===== config.mk =====
export PLATFORM = sky130hd
export DESIGN_NAME = param_shift_reg
export DESIGN_NICKNAME = d
export VERILOG_FILES = /design/src/rtl/param_shift_reg.sv
export SDC_FILE = /design/constraint.sdc
export NUM_CORES = 1
export LEC_CHECK = 0
export BUFFER_PORTS_ARGS = -buffer_cell sky130_fd_sc_hd__buf_2
export CAP_MARGIN = 20
export CORE_MARGIN = 1
export CORE_UTILIZATION = 51
export CTS_CLUSTER_DIAMETER = 50
export DETAILED_ROUTE_END_ITERATION = 10
export GPL_TIMING_DRIVEN = 0
export PLACE_DENSITY_LB_ADDON = 0.12
export SYNTH_ARGS = -nofsm -noshare
export SYNTH_HDL_FRONTEND = slang
export SYNTH_SLANG_ARGS = --single-unit

===== constraint.sdc =====
create_clock -name clk -period 2.1 [get_ports clk]
set_clock_uncertainty 0.05 [all_clocks]
set_input_delay 0.21 -clock clk [delete_from_list [all_inputs] [get_ports clk]]
set_output_delay 0.21 -clock clk [all_outputs]
set_load 0.005 [all_outputs]

===== src/rtl/param_shift_reg.sv =====
// param_shift_reg: multi-mode shift register.
// It shifts, rotates or arithmetic-shifts right by a requested number of one-bit
// steps, using one step per clock, or it loads parallel data. A three-state
// controller (IDLE / SHIFT / DONE) sequences the steps and reports progress on
// busy/done.
// Optional feature: define SHIFT_REG_BITOUT_EN to add the shift_out port. This
// port holds the bit that left the register on the most recent step.
module param_shift_reg #(
  parameter  int WIDTH = 8,
  localparam int AW    = $clog2(WIDTH) + 1
) (
  input  logic             clk,
  input  logic             rst,
  input  logic             start,
  input  logic [2:0]       mode,
  input  logic [AW-1:0]    amount,
  input  logic             serial_rs,
  input  logic             serial_ls,
  input  logic [WIDTH-1:0] parallel_in,
  output logic [WIDTH-1:0] s_out,
  output logic             busy,
  output logic             done
`ifdef SHIFT_REG_BITOUT_EN
  ,
  output logic             shift_out
`endif
);

  typedef enum logic [1:0] {
    ST_IDLE,
    ST_SHIFT,
    ST_DONE
  } state_e;

  typedef enum logic [2:0] {
    MODE_NOP  = 3'b000,
    MODE_SHR  = 3'b001,
    MODE_SHL  = 3'b010,
    MODE_LOAD = 3'b011,
    MODE_ROR  = 3'b100,
    MODE_ROL  = 3'b101,
    MODE_ASR  = 3'b110,
    MODE_RSVD = 3'b111
  } mode_e;

  state_e           state;
  mode_e            mode_q;
  mode_e            req_mode;
  logic [AW-1:0]    cnt;
  logic [AW-1:0]    amount_sat;
  logic             req_step;
  logic [WIDTH-1:0] step_val;

  function automatic logic is_step_mode(input mode_e m);
    return (m == MODE_SHR) || (m == MODE_SHL) || (m == MODE_ROR) ||
           (m == MODE_ROL) || (m == MODE_ASR);
  endfunction

  // Decode the incoming request: saturate the step count, and decide whether
  // the request needs the SHIFT state.
  always_comb begin
    req_mode   = mode_e'(mode);
    amount_sat = (amount > AW'(WIDTH)) ? AW'(WIDTH) : amount;
    req_step   = is_step_mode(req_mode) && (amount != '0);
  end

  // One-bit step of the captured mode; serial fill bits are taken live.
  always_comb begin
    step_val = s_out;
    case (mode_q)
      MODE_SHR: step_val = {serial_rs, s_out[WIDTH-1:1]};
      MODE_SHL: step_val = {s_out[WIDTH-2:0], serial_ls};
      MODE_ROR: step_val = {s_out[0], s_out[WIDTH-1:1]};
      MODE_ROL: step_val = {s_out[WIDTH-2:0], s_out[WIDTH-1]};
      MODE_ASR: step_val = {s_out[WIDTH-1], s_out[WIDTH-1:1]};
      default:  step_val = s_out;
    endcase
  end

  // Controller, datapath register and registered status outputs.
  always_ff @(posedge clk) begin
    if (rst) begin
      state  <= ST_IDLE;
      mode_q <= MODE_NOP;
      cnt    <= '0;
      s_out  <= '0;
      busy   <= 1'b0;
      done   <= 1'b0;
    end else begin
      case (state)
        ST_SHIFT: begin
          s_out <= step_val;
          cnt   <= cnt - AW'(1);
          if (cnt == AW'(1)) begin
            state <= ST_DONE;
            busy  <= 1'b0;
            done  <= 1'b1;
          end
        end
        default: begin
          // IDLE and DONE accept requests identically, which allows
          // back-to-back operation out of DONE.
          state <= ST_IDLE;
          busy  <= 1'b0;
          done  <= 1'b0;
          if (start) begin
            if (req_step) begin
              mode_q <= req_mode;
              cnt    <= amount_sat;
              state  <= ST_SHIFT;
              busy   <= 1'b1;
            end else begin
              if (req_mode == MODE_LOAD) begin
                s_out <= parallel_in;
              end
              state <= ST_DONE;
              done  <= 1'b1;
            end
          end
        end
      endcase
    end
  end

`ifdef SHIFT_REG_BITOUT_EN
  logic step_bit;

  // Bit that leaves the register on a step: LSB for right-going modes, MSB otherwise.
  always_comb begin
    step_bit = 1'b0;
    case (mode_q)
      MODE_SHR, MODE_ROR, MODE_ASR: step_bit = s_out[0];
      MODE_SHL, MODE_ROL:           step_bit = s_out[WIDTH-1];
      default:                      step_bit = 1'b0;
    endcase
  end

  // Capture the ejected bit on step edges only; hold otherwise.
  always_ff @(posedge clk) begin
    if (rst) begin
      shift_out <= 1'b0;
    end else if (state == ST_SHIFT) begin
      shift_out <= step_bit;
    end
  end
`endif

endmodule


==> impl_results.rst, run 1 <==
.. list-table::
   :header-rows: 1

   * - Metric
     - Value
   * - Mean number of vias per cell
     - 5.80
   * - Post-layout min period
     - between 1.5 and 2 ns
   * - Final Total Pwr
     - 0.778 mW
   * - Worst hold margin
     - between 0.1 and 0.15 ns
   * - Largest vdd supply drop
     - between 0.3 and 0.4 mV
   * - Vertical die dimension
     - 48.6 um
   * - Highest Signal Layer
     - met4
   * - Post-route setup TNS
     - 0 ns
   * - Post-synthesis register bit count
     - 17
   * - Net count after synthesis
     - 160
   * - Inserted Diodes
     - 0
   * - DR iter-0 viols
     - 24
   * - Growth of design area from synthesis to finish
     - 18.6%
   * - Launching element type of the critical path
     - flop
   * - Number of H-tree branching levels
     - 1
   * - Total track usage
     - 0.249
   * - EDFF count, synth
     - 0
   * - Clk root buf
     - sky130_fd_sc_hd__clkbuf_4
   * - Achievable frequency
     - between 500 and 600 MHz
   * - Routability congestion estimate from global placement
     - ~0.86
   * - Count of maximum capacitance violations
     - 0
   * - Core region area
     - approximately 2000 um2
   * - Maximum fanout along the worst path
     - 10
   * - Largest net degree at the start of global routing
     - 11
   * - Worst Hold Class
     - in -> reg
   * - IO buf count
     - 29
   * - Aggregate routed wire length
     - ~2600 um
   * - Worst Setup End Kind
     - flop
   * - Combinational family with the most area after synthesis
     - compound AO/OA/AOI/OAI gates
   * - Detailed route wirelength on metal2
     - between 1000 and 1500 um
   * - Hold violation total from the final report
     - 0
   * - FFs w/ async S/R, synth
     - 0
   * - Routed met1 length
     - approximately 1200 um
   * - Clock Tree Buf Depth
     - 2
   * - Met3 WL post-DR
     - 121 um
   * - Basic-gate share of the synthesized area counting and, or, nand and nor cells
     - 0.282
   * - Insertion delay to the later sink of the worst-skew pair
     - 0.30 ns
   * - Result of the run
     - completed
   * - Antenna violations before repair
     - 0
   * - Crit Path Class
     - reg -> reg
   * - List of cells traversed by the critical path
     - nor2b_1 -> buf_4 -> clkbuf_1 -> o311ai_0 -> a32o_1
   * - Sinks on the clock net
     - 17
   * - Count of hold buffers inserted by post-cts repair
     - 0
   * - Post-detailed-route count of antenna-violating nets
     - 0
   * - Overflow left after global routing
     - 0
   * - Critical path's largest stage delay
     - ~0.37 ns
   * - Complex-gate fraction of the synthesized area
     - 0.302
   * - Register area share after synthesis
     - 0.307
   * - Via count of the first global-routing pass
     - between 1,000 and 1,500
   * - Unrepaired setup endpoints after global routing
     - no
   * - Arr. time, crit path
     - ~1.9 ns
   * - Die footprint
     - between 2000 and 2500 um2
   * - Number of max-slew violations in the final report
     - 0
   * - Cts bufs inserted
     - 3
   * - # Post-CTS Setup Buffers
     - 0
   * - DR pass1 iterations
     - 4
   * - HPWL after DPL
     - 1950 um
   * - CP Data Required Time
     - 2.25 ns
   * - Global-route wire length before repair
     - 4660 um
   * - Row count
     - 16
   * - Worst path buffer plus inverter count
     - 2
   * - Xor-xnor portion of the synthesized cell area
     - 0.00791
   * - Total vias in the final route
     - between 1,000 and 1,500
   * - Cell family with most CP delay
     - buffers and inverters
   * - Slew headroom
     - 0.598
   * - Share of final-layout standard cells stronger than drive strength 1
     - 0.292
   * - Initial cell density of the core
     - 0.553
   * - Mean area per synthesized cell
     - roughly 8 um2
   * - Drc violations
     - 0
   * - Max stage delay cell, worst path
     - sky130_fd_sc_hd__clkbuf_1
   * - Clock transition at the register clock pins on the worst setup and hold paths after CTS
     - 0.11 ns
   * - Worst slew pin tran
     - 0.598 ns
   * - Share of synthesized cell area in full adder, half adder and majority cells
     - 0.0226
   * - Clock tree from TritonCTS
     - done
   * - Leakage dissipation
     - approximately 0.54 nW
   * - Horizontal die dimension
     - a little under 50 um
   * - Synth cell types
     - between 40 and 50
   * - Power Dens Cells
     - about 590 nW/um2
   * - Boundary Pins
     - 30
   * - YS warnings
     - 0
   * - Instance count of the mapped netlist
     - around 140
   * - Net total in the final layout
     - roughly 190
   * - Number of cells upsized or downsized after cts
     - 0
   * - Cell area after synthesis
     - roughly 1100 um2
   * - Share of the clock period used by the worst path after layout
     - 0.844
   * - Routed wire per std cell
     - 13.2 um
   * - Final setup violating endpoints
     - 0
   * - Synth Flop Type
     - sky130_fd_sc_hd__dfxtp_1
   * - Multiplexer fraction of the synthesized cell area
     - 0.0102
layout by cell type, fill, tap and decap left out, drive strengths merged, types with 2 or more instances in the layout:
master   n
inv      6
nand3   12
ha       2
buf     34
a31oi    6
nor2    11
nand2    3
nor2b    2
nor3     3
and3     3
nor3b    2
or4      2
clkbuf   8
dfxtp   17
nand2b   4
a22o     6
a21oi   11
o21ai   11
nor4     3
o311ai   2
a211oi   5
routing by layer:
metal,up-vias,global-route usage
li1,587,-
met1,529,0.318
met2,31,0.425
met3,2,0.0314
met4,0,0.0980
met5,-,0
metrics by stage:
stage	area (um2)	setup WS (ns)	utilization	cells
floorplan	1110	0.560	-	138
detailed placement	1290	0.358	0.643	194
global placement	1290	0.388	0.643	194
finish	1310	0.328	0.656	198
CTS	1310	0.337	0.656	198
global route	1310	0.180	0.656	198
cells in the mapped netlist (2+ instances only):
cell type / n / share of area
sky130_fd_sc_hd__dfxtp_1: 17 / 0.31
sky130_fd_sc_hd__nand3_1: 12 / 0.054
sky130_fd_sc_hd__o21ai_0: 11 / 0.050
sky130_fd_sc_hd__a21oi_1: 10 / 0.045
sky130_fd_sc_hd__nor2_1: 10 / 0.034
sky130_fd_sc_hd__a22o_1: 6 / 0.047
sky130_fd_sc_hd__a31oi_1: 6 / 0.034
sky130_fd_sc_hd__a211oi_1: 5 / 0.034
sky130_fd_sc_hd__clkbuf_1: 5 / 0.017
sky130_fd_sc_hd__inv_1: 5 / 0.017
sky130_fd_sc_hd__nand2b_1: 4 / 0.023
sky130_fd_sc_hd__buf_2: 3 / 0.014
sky130_fd_sc_hd__nand2_1: 3 / 0.010
sky130_fd_sc_hd__nor3_1: 3 / 0.014
sky130_fd_sc_hd__and3_1: 2 / 0.011
sky130_fd_sc_hd__ha_1: 2 / 0.023
sky130_fd_sc_hd__nor2b_1: 2 / 0.011
sky130_fd_sc_hd__nor3b_1: 2 / 0.014
sky130_fd_sc_hd__nor4_1: 2 / 0.011
sky130_fd_sc_hd__o311ai_0: 2 / 0.016
sky130_fd_sc_hd__or4_4: 2 / 0.020
layout make-up:
type	count	area, um2
repair buffers	29	145
multi-input cells	105	692
clock buffers	3	22.5
well taps	27	33.8
fillers	189	688
flip-flops and latches	17	340
inverters	6	22.5
plain buffers	10	52.6
clock inverters	1	5.00
worst register-to-register path, delay by kind of cell, from the launching register on:
kind                   cells  cell delay (ns)
buffers and inverters      2             0.58
AND/OR/NAND/NOR            1             0.19
flip-flops                 1             0.35
AO/OA/AOI/OAI              2             0.50
logic make-up after synthesis:
group                    Yosys count
flip-flops                        17
XOR/XNOR                           1
AO/OA/AOI/OAI                     49
AND/OR/NAND/NOR                   52
buffers and inverters             16
multiplexers                       1
adder cells (fa/ha/maj)            2
flip-flops by register name, indices dropped and copies added, names as in the netlist:
signal / flops
busy: 1
cnt: 4
done: 1
mode_q: 3
s_out: 8
report_power, final:
| part | internal [mW] | switching (mW) |
|---|---|---|
| clock network | 0.0709 | 0.113 |
| registers | 0.348 | 0.0228 |
| logic | 0.105 | 0.118 |
| total | 0.524 | 0.255 |
path summary, 6_finish.rpt:
check / startpoint / to / slack, ns / cells past startpoint
worst max-delay path: busy$_SDFFE_PP0P_ / s_out[0]$_SDFFE_PP0P_ / 0.33 / 5
worst min-delay path: amount[2] / cnt[2]$_SDFFE_PP0P_ / 0.14 / 3
worst min register to register: s_out[3]$_SDFFE_PP0P_ / s_out[3]$_SDFFE_PP0P_ / 0.50 / 1
worst max register to register: busy$_SDFFE_PP0P_ / s_out[0]$_SDFFE_PP0P_ / 0.33 / 5
Power figures use the tool's default switching activity.
==> inputs of run 2 (changes only) <==
==> constraint.sdc (replaced) <==
create_clock -name clk -period 1.8 [get_ports clk]
set_clock_uncertainty 0.05 [all_clocks]
set_input_delay 0.18 -clock clk [delete_from_list [all_inputs] [get_ports clk]]
set_output_delay 0.18 -clock clk [all_outputs]
set_load 0.005 [all_outputs]
==> run 2 against run 1 <==
Clock power is 19% higher. Register-to-register slack worse by 0.18 ns. Maximum frequency grew 7.1%. Worst setup slack got worse by 0.18 ns. Utilization up 0.12 points. Die area did not move. Clock-buffer cell count is the same. Critical path depth up 1. Flip-flop and latch count did not move. First-iteration DRC count shrank 4.2%. Via count rose by 0.61%. Critical path type unchanged. Largest cell class unchanged. Largest power group unchanged.
==> impl_results.rst, run 2 (same netlist as run 1, synthesis figures left out) <==
.. list-table::
   :header-rows: 1

   * - Metric
     - Value
   * - Result of the run
     - completed
   * - Growth of design area from synthesis to finish
     - 18.9%
   * - Arr. time, crit path
     - 1.81 ns (-0.11 ns)
   * - Core utilization of the finished layout
     - 0.658 (+0.00125)
   * - Vertical die dimension
     - 48.6 um (unchanged)
   * - DR pass1 iterations
     - 4 (unchanged)
   * - Worst Hold Class
     - in -> reg
   * - Hold violation total from the final report
     - 0 (unchanged)
   * - Crit Path Class
     - reg -> reg
   * - Via count of the first global-routing pass
     - 1,089 (unchanged)
   * - Share of final-layout standard cells stronger than drive strength 1
     - 0.304 (+0.0117)
   * - Cts bufs inserted
     - 3 (unchanged)
   * - Launching element type of the critical path
     - flop
   * - IO buf count
     - 29 (unchanged)
   * - Overflow left after global routing
     - 0 (unchanged)
   * - HPWL after DPL
     - 1950 um (unchanged)
   * - Post-Place Setup Slack
     - 0.0581 ns (-0.300 ns)
   * - Maximum fanout along the worst path
     - 10 (unchanged)
   * - Clock Tree Buf Depth
     - 2 (unchanged)
   * - Leading cell types in the layout, fill and taps excluded
     - sky130_fd_sc_hd__buf_2 (32), sky130_fd_sc_hd__dfxtp_1 (17), sky130_fd_sc_hd__nand3_1 (12)
   * - Mean number of vias per cell
     - 5.84 (+0.61%)
   * - Number of max-slew violations in the final report
     - 0 (unchanged)
   * - Switching power
     - 0.300 mW (+18%)
   * - Global-route wire length before repair
     - 4660 um (unchanged)
   * - Routability congestion estimate from global placement
     - 0.858 (unchanged)
   * - DR iter-0 viols
     - 23 (-4.2%)
   * - Clock tree from TritonCTS
     - done
   * - Internal Dissipation
     - 0.612 mW (+17%)
   * - Number of flip-flops under the largest register name
     - 8 (unchanged)
   * - Inserted Diodes
     - 0 (unchanged)
   * - Final setup violating endpoints
     - 0 (unchanged)
   * - Unrepaired setup endpoints after global routing
     - no
   * - Share of total power in the clock network
     - 0.240 (+0.003)
   * - Clk root buf
     - sky130_fd_sc_hd__clkbuf_4
   * - Worst Setup End Kind
     - flop
   * - Worst slew pin tran
     - 0.598 ns (+0.00000167 ns)
   * - Achievable frequency
     - 604 MHz (+7.1%)
   * - Combinational power share
     - 0.287 (about the same)
   * - HP Start
     - amount[2]
   * - Largest net degree at the start of global routing
     - 11 (unchanged)
   * - Leakage dissipation
     - 0.543 nW (+1.2%)
   * - Switching part of the total power
     - 0.329 (+0.00220)
   * - Drc violations
     - 0 (unchanged)
   * - Die footprint
     - 2360 um2 (unchanged)
   * - Post-Place Cells
     - 194 (unchanged)
   * - R2r worst-path depth
     - 6 (+1)
   * - Boundary Pins
     - 30 (unchanged)
   * - Beginning of the worst register-to-register path
     - mode_q[2]$_SDFFE_PP0P_
   * - Horizontal die dimension
     - 48.6 um (unchanged)
   * - Count of maximum capacitance violations
     - 0 (unchanged)
   * - Worst hold margin
     - 0.105 ns (-0.0363 ns)
   * - Register with the most flip-flops
     - s_out
   * - Fraction of power consumed by sequential logic
     - 0.474 (-0.002)
   * - Area after detailed placement
     - 1290 um2 (unchanged)
   * - Core region area
     - 2000 um2 (unchanged)
   * - Count of hold buffers inserted by post-cts repair
     - 0 (unchanged)
   * - Slew headroom
     - 0.598 (about the same)
   * - Fin cells
     - 198 (unchanged)
   * - Clock transition at the register clock pins on the worst setup and hold paths after CTS
     - 0.11 ns (about the same)
   * - Worst hold path stage count
     - 3 (unchanged)
   * - Total vias in the final route
     - 1,156 (+0.61%)
   * - Sinks on the clock net
     - 17 (unchanged)
   * - Most common cell after layout, fill and taps aside
     - sky130_fd_sc_hd__buf_2
   * - Routed wire per std cell
     - 13.2 um (+0.54%)
   * - Destination of the worst register-to-register timing path
     - s_out[5]$_SDFFE_PP0P_
   * - Net total in the final layout
     - 194 (unchanged)
   * - Row count
     - 16 (unchanged)
   * - Largest vdd supply drop
     - 0.433 mV (+22%)
   * - Share of the clock period used by the worst path after layout
     - 0.919 (+0.0755)
   * - Reg-to-reg slack, setup
     - 0.15 ns (-0.18 ns)
   * - Total track usage
     - 0.249 (unchanged)
   * - Worst setup path endpoint
     - s_out[5]$_SDFFE_PP0P_
   * - Post-detailed-route count of antenna-violating nets
     - 0 (unchanged)
   * - Post-route design area
     - 1320 um2 (+0.19%)
   * - Largest registers
     - s_out x8, cnt x4, mode_q x3
   * - Final setup margin
     - 0.146 ns (-0.183 ns)
   * - Worst setup path startpoint
     - mode_q[2]$_SDFFE_PP0P_
   * - Power Dens Cells
     - 693 nW/um2 (+17%)
   * - Initial cell density of the core
     - 0.553 (unchanged)
   * - CP Data Required Time
     - 1.96 ns (-0.29 ns)
   * - # Post-CTS Setup Buffers
     - 0 (unchanged)
   * - Insertion delay to the later sink of the worst-skew pair
     - 0.30 ns (about the same)
   * - Aggregate routed wire length
     - 2620 um (+0.54%)
   * - Antenna violations before repair
     - 0 (unchanged)
   * - Final Total Pwr
     - 0.913 mW (+17%)
   * - Number of H-tree branching levels
     - 1 (unchanged)
   * - Post-route setup TNS
     - 0 ns (unchanged)
   * - Post-layout min period
     - 1.65 ns (-0.117 ns)
## run 2: what timing repair did
item                                   CTS  global route
setup endpoints to repair                0             2
resized for setup                        0             4
endpoints found under the hold margin    0             0
## run 2: final cells by class
| cell class | instances | area, um2 |
|---|---|---|
| Buffer | 10 | 55.1 |
| Clock buffer | 3 | 22.5 |
| Clock inverter | 1 | 5.00 |
| Fill cell | 188 | 686 |
| Inverter | 6 | 22.5 |
| Multi-Input combinational cell | 105 | 692 |
| Sequential cell | 17 | 340 |
| Tap cell | 27 | 33.8 |
| Timing Repair Buffer | 29 | 145 |
## run 2: metal layers
| metal | vias up | GRT usage | routed length [um] |
|---|---|---|---|
| li1 | 591 | - | - |
| met1 | 526 | 0.318 | 1200 |
| met2 | 35 | 0.425 | 1260 |
| met3 | 4 | 0.0314 | 134 |
| met4 | 0 | 0.0980 | 21 |
| met5 | - | 0 | 0 |
## run 2: worst min path at each step
stage / to / slack (ns)
final: cnt[2]$_SDFFE_PP0P_ / 0.10
after global routing: mode_q[0]$_SDFFE_PP0P_ / 0.12
after CTS: mode_q[1]$_SDFFE_PP0P_ / 0.10
after detailed placement: mode_q[1]$_SDFFE_PP0P_ / 0.43
after global placement: mode_q[1]$_SDFFE_PP0P_ / 0.42
after floorplan: mode_q[0]$_SDFFE_PP0P_ / 0.28
## run 2: worst max-delay path, cell delays in order, from the launching register on
cell and delay [ns]:
sky130_fd_sc_hd__dfxtp_1 0.32, sky130_fd_sc_hd__buf_2 0.16, sky130_fd_sc_hd__or3b_2 0.46, sky130_fd_sc_hd__buf_2 0.16, sky130_fd_sc_hd__nand3_1 0.08, sky130_fd_sc_hd__a31oi_1 0.09, sky130_fd_sc_hd__a22o_1 0.22
## run 2: power by group through the flow
stage	logic, mW	registers [mW]	clock network (mW)
floorplan	0.185	0.436	0
global placement	0.254	0.440	0
detailed placement	0.260	0.441	0
CTS	0.262	0.432	0.222
global route	0.294	0.437	0.237
finish	0.262	0.432	0.219
